==> src/rtl/uart_echo_fifo_ctrl.sv <==
// UART echo controller: RX words are queued in a FIFO and drained to the TX.
// Define UART_ECHO_CRLF_EN to append a line feed after every queued carriage return.
module uart_echo_fifo_ctrl #(
    parameter int DATA_BITS   = 8,
    parameter int DEPTH       = 16,
    parameter int ALMOST_FULL = 12,
    parameter int CNT_W       = 8
) (
    input  logic                         sysclk,
    input  logic                         nrst_in,
    input  logic                         echo_en_in,
    input  logic [DATA_BITS-1:0]         rx_data_in,
    input  logic                         rx_valid_in,
    input  logic                         tx_busy_in,
    output logic [DATA_BITS-1:0]         tx_data_out,
    output logic                         tx_start_out,
    output logic                         rts_n_out,
    output logic [$clog2(DEPTH):0]       fill_level_out,
    output logic                         ovf_flag_out,
    output logic [CNT_W-1:0]             ovf_cnt_out,
    input  logic                         clr_ovf_in
);

    localparam int ADDR_W = $clog2(DEPTH);

    localparam logic [1:0] ST_IDLE  = 2'd0;
    localparam logic [1:0] ST_START = 2'd1;
    localparam logic [1:0] ST_ACK   = 2'd2;
    localparam logic [1:0] ST_DRAIN = 2'd3;

    localparam logic [ADDR_W:0] LVL_FULL = (ADDR_W + 1)'(DEPTH);
    localparam logic [ADDR_W:0] LVL_AF   = (ADDR_W + 1)'(ALMOST_FULL);
    localparam logic [CNT_W:0]  CNT_MAX  = {1'b0, {CNT_W{1'b1}}};
    localparam logic [1:0]      ACK_LAST = 2'd3;

    if (DEPTH < 4 || (DEPTH & (DEPTH - 1)) != 0) begin : g_bad_depth
        $error("DEPTH must be a power of 2 and at least 4");
    end
    if (ALMOST_FULL < 1 || ALMOST_FULL > DEPTH) begin : g_bad_af
        $error("ALMOST_FULL must lie in 1..DEPTH");
    end
    if (CNT_W < 1) begin : g_bad_cnt
        $error("CNT_W must be at least 1");
    end

    logic [DATA_BITS-1:0] mem_q [DEPTH];

    logic [ADDR_W-1:0]    wr_ptr_q, wr_ptr_d;
    logic [ADDR_W-1:0]    rd_ptr_q, rd_ptr_d;
    logic [ADDR_W:0]      level_q, level_d;
    logic [1:0]           state_q, state_d;
    logic [1:0]           ack_cnt_q, ack_cnt_d;
    logic [DATA_BITS-1:0] tx_data_q, tx_data_d;
    logic                 rts_q, rts_d;
    logic                 ovf_flag_q, ovf_flag_d;
    logic [CNT_W-1:0]     ovf_cnt_q, ovf_cnt_d;

    logic                 rx_req;
    logic                 rx_lost;
    logic                 wr_req;
    logic                 wr_en;
    logic                 rd_en;
    logic [DATA_BITS-1:0] wr_data;
    logic [1:0]           drops;
    logic [CNT_W:0]       cnt_sum;

    always_comb begin
        rx_req = rx_valid_in & echo_en_in;
        rd_en  = (state_q == ST_IDLE) && (level_q != '0) && !tx_busy_in;
    end

`ifdef UART_ECHO_CRLF_EN
    localparam logic [DATA_BITS-1:0] CHR_CR = DATA_BITS'(8'h0D);
    localparam logic [DATA_BITS-1:0] CHR_LF = DATA_BITS'(8'h0A);

    logic lf_pend_q, lf_pend_d;

    // The pending LF owns the write port for one cycle; a colliding RX word is lost.
    always_comb begin
        wr_req    = lf_pend_q | rx_req;
        wr_data   = lf_pend_q ? CHR_LF : rx_data_in;
        rx_lost   = lf_pend_q & rx_req;
        lf_pend_d = wr_en && !lf_pend_q && (rx_data_in == CHR_CR);
    end

    always_ff @(posedge sysclk or negedge nrst_in) begin
        if (!nrst_in) begin
            lf_pend_q <= 1'b0;
        end else begin
            lf_pend_q <= lf_pend_d;
        end
    end
`else
    always_comb begin
        wr_req  = rx_req;
        wr_data = rx_data_in;
        rx_lost = 1'b0;
    end
`endif

    // A full FIFO still accepts a word when the head leaves in the same cycle.
    always_comb begin
        wr_en = wr_req && ((level_q != LVL_FULL) || rd_en);
        drops = {1'b0, wr_req & ~wr_en} + {1'b0, rx_lost};
    end

    always_comb begin
        wr_ptr_d = wr_ptr_q + ADDR_W'(wr_en);
        rd_ptr_d = rd_ptr_q + ADDR_W'(rd_en);
        level_d  = level_q;
        case ({wr_en, rd_en})
            2'b10:   level_d = level_q + 1'b1;
            2'b01:   level_d = level_q - 1'b1;
            default: level_d = level_q;
        endcase
        rts_d = (level_d >= LVL_AF);
    end

    always_comb begin
        cnt_sum    = {1'b0, ovf_cnt_q} + (CNT_W + 1)'(drops);
        ovf_flag_d = ovf_flag_q;
        ovf_cnt_d  = ovf_cnt_q;
        if (clr_ovf_in) begin
            ovf_flag_d = 1'b0;
            ovf_cnt_d  = '0;
        end else if (drops != 2'd0) begin
            ovf_flag_d = 1'b1;
            ovf_cnt_d  = (cnt_sum > CNT_MAX) ? CNT_MAX[CNT_W-1:0]
                                             : cnt_sum[CNT_W-1:0];
        end
    end

    // A transmitter that never acknowledges must not stall the queue forever.
    always_comb begin
        state_d   = state_q;
        ack_cnt_d = ack_cnt_q;
        tx_data_d = tx_data_q;
        case (state_q)
            ST_IDLE: begin
                if (rd_en) begin
                    tx_data_d = mem_q[rd_ptr_q];
                    state_d   = ST_START;
                end
            end
            ST_START: begin
                ack_cnt_d = '0;
                state_d   = ST_ACK;
            end
            ST_ACK: begin
                if (tx_busy_in) begin
                    state_d = ST_DRAIN;
                end else if (ack_cnt_q == ACK_LAST) begin
                    state_d = ST_IDLE;
                end else begin
                    ack_cnt_d = ack_cnt_q + 1'b1;
                end
            end
            ST_DRAIN: begin
                if (!tx_busy_in) begin
                    state_d = ST_IDLE;
                end
            end
            default: state_d = ST_IDLE;
        endcase
    end

    always_ff @(posedge sysclk) begin
        if (wr_en) begin
            mem_q[wr_ptr_q] <= wr_data;
        end
    end

    always_ff @(posedge sysclk or negedge nrst_in) begin
        if (!nrst_in) begin
            wr_ptr_q   <= '0;
            rd_ptr_q   <= '0;
            level_q    <= '0;
            state_q    <= ST_IDLE;
            ack_cnt_q  <= '0;
            tx_data_q  <= '0;
            rts_q      <= 1'b0;
            ovf_flag_q <= 1'b0;
            ovf_cnt_q  <= '0;
        end else begin
            wr_ptr_q   <= wr_ptr_d;
            rd_ptr_q   <= rd_ptr_d;
            level_q    <= level_d;
            state_q    <= state_d;
            ack_cnt_q  <= ack_cnt_d;
            tx_data_q  <= tx_data_d;
            rts_q      <= rts_d;
            ovf_flag_q <= ovf_flag_d;
            ovf_cnt_q  <= ovf_cnt_d;
        end
    end

    always_comb begin
        tx_data_out    = tx_data_q;
        tx_start_out   = (state_q == ST_START);
        rts_n_out      = rts_q;
        fill_level_out = level_q;
        ovf_flag_out   = ovf_flag_q;
        ovf_cnt_out    = ovf_cnt_q;
    end

endmodule

==> config.mk <==
export PLATFORM = sky130hd
export DESIGN_NAME = uart_echo_fifo_ctrl
export DESIGN_NICKNAME = d
export VERILOG_FILES = /design/src/rtl/uart_echo_fifo_ctrl.sv
export SDC_FILE = /design/constraint.sdc
export NUM_CORES = 1
export LEC_CHECK = 0
export ABC_AREA = 1
export CORE_MARGIN = 3
export CORE_UTILIZATION = 30
export DETAILED_ROUTE_END_ITERATION = 6
export PLACE_DENSITY = 0.57
export SYNTH_ARGS = -nofsm -noshare
export SYNTH_HDL_FRONTEND = slang
export SYNTH_SLANG_ARGS = --single-unit
==> constraint.sdc <==
create_clock -name sysclk -period 3.05 [get_ports sysclk]
set_input_delay 0.61 -clock sysclk [delete_from_list [all_inputs] [get_ports sysclk]]
set_output_delay 0.61 -clock sysclk [all_outputs]
set_load 0.005 [all_outputs]
* Word-level counts from Yosys, hierarchy flattened *
Memories as Yosys holds them, arrays and structs flattened. A register that Yosys moved wholly into a read port is not among the register bits.
Index checks and enable logic that the tools add are counted.

word-level totals
  flip-flop bits (word level) = 27
  bits in writable memories = 128
  output and inout port bits = 24
  memories kept = 1

operators by class
  $add $sub $neg = 6
  magnitude comparators = 2
  equality and inequality tests = 12
  mux-type cells = 16
  bitwise gates (word level) = 3
  reductions and logical operators = 13

memory list
  memory  words  width  read ports  clocked after memory_dff  write ports  RTL line  RTL
  mem_q   16     8      1           1                         1            46        logic [DATA_BITS-1:0] mem_q [DEPTH];

operator list
  cell                                                               count
  two-way mux 8 bit                                                  3
  two-way mux 2 bit                                                  6
  case mux 5 bit (2 select lines)                                    1
  adder 8 x 1 -> 9 bit                                               1
  greater-than comparator 9 x 8 -> 1 bit, second input constant      1
  adder 4 x 1 -> 4 bit                                               2
  == test 2 bit, second input constant                               4
  != test 2 bit, second input constant                               4
  case mux 2 bit (4 select lines)                                    1
  AND reduction 3 bit                                                2
  adder 5 x 1 -> 5 bit, second input constant                        1
  greater-or-equal comparator 5 x 4 -> 1 bit, second input constant  1
  != test 5 bit, second input constant                               1
  nonzero test 5 bit                                                 1
  subtractor 5 x 1 -> 5 bit, second input constant                   1
  == test 2 x 1 -> 1 bit, second input constant                      2
  two-way mux 1 bit                                                  4
  case mux 2 bit (2 select lines)                                    1
  nonzero test 2 bit                                                 2
  logical AND 1 bit                                                  3
  != test 3 bit, second input constant                               1
  adder 2 x 1 -> 2 bit, second input constant                        1
  bitwise AND 1 bit                                                  2
  zero test 1 bit                                                    2
  4 further kinds                                                    4

* Depth between registers and ports, before layout *
  depth after elaboration = 12
  depth in mapped cells = 20

* Worst setup path before layout *
Ideal clock, no wire load.

  path type = input to register
  from = in tx_busy_in
  to = reg rts_q, in the netlist rts_n_out
  data arrival time = 2.279 ns
  required time = 2.932 ns
  setup slack = 0.654 ns
  cell stages on the path = 18
  path through = nor3_4 > nand2_2 > clkinv_1 > ha_1 > inv_1 > nand2_1 > nand2_1 > ha_1 > inv_1 > nand2_1 > nand3_1 > nand2_1 > nand2_1 > nand2_1 > nand2_1 > nand2_1 > inv_1 > nand2_1

between the ends
  longest elaborated chain between the ends = 7
  elaborated cells between the ends (all ways) = 8
  classes of those cells = order compare: 1; eq/ne: 2; mux: 1; reduce/logical: 4

RTL lines
  item                                                            RTL line  RTL
  from (decl)                                                     14        input logic tx_busy_in,
  zero test 1 bit *                                               --
  logical AND 1 bit *                                             69        rd_en = (state_q == ST_IDLE) && (level_q != '0) && !tx_busy_in;
  logical OR 1 bit                                                103       wr_en = wr_req && ((level_q != LVL_FULL) || rd_en);
  logical AND 1 bit                                               103
  == test 2 x 1 -> 1 bit / == test 2 bit (equally long branches)  111       case ({wr_en, rd_en})
  case mux 5 bit (2 select lines) *                               111
  via level_d[4]                                                  50        logic [ADDR_W:0] level_q, level_d;
  greater-or-equal comparator 5 x 4 -> 1 bit *                    116       rts_d = (level_d >= LVL_AF);
  via rts_d                                                       54        logic rts_q, rts_d;
  to (signal assigned)                                            191       rts_q <= rts_d;
  to (decl)                                                       54

Mark *: on every way through the listed nets, which the timed path passes. The rest lies on a longest branch.
A chain may end at the register's enable or synchronous reset.

* Worst setup path after layout *
Ends and elaborated chain as after synthesis.

==> metrics.csv <==
stage,metric,value,unit
placement,Placement Cell Area,7802,um^2
cts,clk buf depth,2,
worst_setup_path,slowest CP cell,clkdlybuf4s50_1,
grt,first-pass GRT wire length,26000,um
synthesis,"Avg Cell Area, Syn",10.78,um^2
drt,DRT iter0 DRCs,359,
placement,dpl hpwl,10200,um
synthesis,Cells after Synth,650,
synthesis,sequential area share after synthesis,67.37,%
drt,met3 wire len,500,um
synthesis,"top cells by count, synth","154 x nor2_1, 128 x edfxtp_1, 91 x nand2_1",
synthesis,largest cells by area after synthesis,"edfxtp_1 55%, dfrtp_1 13%, nor2_1 8.3%, o21ai_0 5.5%, nand3_1 5.3%",
cts,CTS root buffer,clkbuf_16,
worst_setup_path,Worst R2R Setup Slack,0.65,ns
synthesis,Synth area leader,edfxtp_1,
synthesis,Synth cell types,29,
power_and_ir_drop,Leak,3.219,nW
flow_run,max-cap viol count,0,
synthesis,Synthesized Nets,674,
sta,Final setup viols,0,
synthesis,Synth Flop Type,edfxtp_1,
worst_setup_path,Worst Path Max Fanout,5,
sta,worst-margin pin slew,0.8690,ns
worst_setup_path,CP required,3.36,ns
floorplanning,die height,158.8,um
sta,fmax,401.9,MHz
cts,Skew-Pair Late Insertion Delay,0.42,ns
drt,WL per Instance,15.42,um
worst_setup_path,CP top delay family,simple AND/OR/NAND/NOR gates,
final_layout,n_diodes,0,
sta,Period minus WS final,2.488,ns
synthesis,top-count cell post-synth,nor2_1,
power_and_ir_drop,Pwr Density,884.2,nW/um^2
floorplanning,num rows,55,
sta,Tcrit/Tclk final,81.58,%
worst_setup_path,worst path arrival time,2.79,ns
cts,Hold Buf Count CTS,0,
cts,clock-pin slew on the worst setup and hold paths,0.06,ns
worst_setup_path,R2R depth,20,
drt,routed wl met2,8197,um
placement,Cells after DPL,1002,
worst_setup_path,Reg-to-Reg End,rts_n_out,
floorplanning,die area,25220,um^2
synthesis,Post-synth EDFFs,128,
min_path,Hold Path Class,in2async,
synthesis,Synth Register Bits,163,
synthesis,synthesized area,7005,um^2
sta,Relative slew margins,42.07,%
cts,Resized Gates After CTS,0,
sta,Worst Skew,0.01306,ns
drt,DRT Pass-1 Iters,4,
floorplanning,DIE WIDTH,158.8,um
power_and_ir_drop,worst vdd rail ir drop,0.0004728,V
final_layout,post-route cell area,8391,um^2
grt,vias in the first global route,4792,
grt,initial antenna violation count,0,
drt,Max Used Layer,met4,
grt,Total GRT Usage,13.25,%
cts,post-CTS setup buffers,0,
sta,sum of negative setup slack,0,ns
cts,CTS Buf Count,17,
grt,grt total ovfl,0,
synthesis,"Async S/R FF share, synth",21.47,%
worst_setup_path,"slowest stage delay, CP",0.46,ns
final_layout,fin cells,1034,
drt,M1 wire length,7005,um
outcome,status,finished clean,
cts,H-Tree Depth,4,
power_and_ir_drop,total power,7.419,mW
final_layout,share of cells above drive strength 1,8.877,%
drt,Vias/cell,4.567,
final_layout,Final #Nets,732,
worst_setup_path,CP Launch Type,input pin,
sta,RSZ-0062 raised after global routing,no,
drt,total routed wirelength,15940,um
worst_setup_path,CP endpoint kind,register,
worst_setup_path,Setup CP Type,in2reg,
drt,post-route ant nets,0,
drt,routed via count,4722,
sta,max-slew violations,0,
placement,pre-CTS setup slack,0.1193,ns
placement,# port buffers,37,
cts,clk sinks,163,
sta,final hold vios,0,
placement,routability cong.,0.8214,
cts,CTS tree,built,
synthesis,post-synth top area share,54.87,%
sta,setup ws final,0.5618,ns
worst_setup_path,Worst R2R Start,fill_level_out[0],
worst_setup_path,WP buf/inv,5,
grt,largest net degree at the start of global routing,66,
final_layout,synthesis-to-finish area growth,19.77,%
synthesis,Yosys warning count,0,
floorplanning,Core Box Area,22780,um^2
worst_setup_path,Crit path top cell by count,nand2_1,
floorplanning,Initial Utilization,30.76,%
drt,post-detailed-route DRC marker count,0,
worst_setup_path,crit-path cells,clkdlybuf4s50_1 > nor3_4 > nor3_4 > nor2_2 > inv_1 > ha_1 > inv_1 > nand2_1 > nand2_1 > ha_1 > inv_1 > nand2_1 > nand3_1 > nand3b_1 > nand2_1 > nand2_1 > nand2_1 > inv_1 > nand2_1,
floorplanning,io pins,38,
-- worst max-delay path by stage --
stage,from,to,slack (ns),cells after the start
after floorplan,tx_busy_in,rts_n_out,0.65,18
after global placement,tx_busy_in,rts_n_out,0.17,19
after detailed placement,tx_busy_in,rts_n_out,0.12,19
after CTS,tx_busy_in,rts_n_out,0.56,19
after global routing,tx_busy_in,rts_n_out,0.28,17
final,tx_busy_in,rts_n_out,0.56,19
-- layout make-up --
type                            count  area [um^2]
Clock buffer                       19        432.9
Clock inverter                     13        155.1
Fill cell                        2238        14390
Inverter                           33        123.9
Multi-Input combinational cell    430         2006
Sequential cell                   163         4721
Tap cell                          313        391.6
Timing Repair Buffer               63        560.5
-- report_power, final --
group / total (mW) / leakage (nW) / internal (mW) / switching (mW)
registers: 2.87 / 1.59 / 2.67 / 0.206
clock network: 2.12 / 0.279 / 1.28 / 0.835
logic: 2.42 / 1.35 / 0.852 / 1.57
-- through the flow --
step	hold WS, ns	utilization (%)
finish	0.2987	36.84
global route	0.3514	36.84
CTS	0.3178	36.84
detailed placement	0.4712	34.25
global placement	0.4646	34.25
floorplan	0.3144	-
-- cells by family after synthesis --
logic type | count (synthesis) | synth area share [%]
buffers and inverters | 57 | 4.000
xor gates and xnor gates | 7 | 0.8752
adders and majority gates | 10 | 1.786
AOI/OAI and AO/OA | 81 | 5.787
and+or+nand+nor | 332 | 20.18
DFF | 163 | 67.37
-- layout by cell type (no fill, tap or decap), types with 3 or more instances in the layout --
| cell type | instances |
|---|---|
| edfxtp_1 | 128 |
| xor2_1 | 4 |
| buf_4 | 26 |
| clkbuf_16 | 17 |
| clkdlybuf4s50_1 | 36 |
| inv_1 | 29 |
| nand3_1 | 74 |
| nor2_1 | 154 |
| clkinv_1 | 7 |
| inv_6 | 3 |
| nand2_1 | 91 |
| bufinv_16 | 3 |
| ha_1 | 10 |
| xnor2_1 | 3 |
| dfrtp_1 | 34 |
| o21ai_0 | 77 |
-- sequential cells by signal, indices dropped and copies added, names as in the netlist --
signal          count
ack_cnt_q           2
fill_level_out      5
mem_q             128
ovf_cnt_out         8
ovf_flag_out        1
rd_ptr_q            4
rts_n_out           1
state_q             2
tx_data_out         8
wr_ptr_q            4
-- layer usage --
| layer | up-vias | track usage [%] |
|---|---|---|
| li1 | 2332 | - |
| met1 | 2312 | 16.49 |
| met2 | 63 | 22.89 |
| met3 | 15 | 2.948 |
| met4 | 0 | 4.337 |
| met5 | - | 0 |
Power figures use the tool's default switching activity.
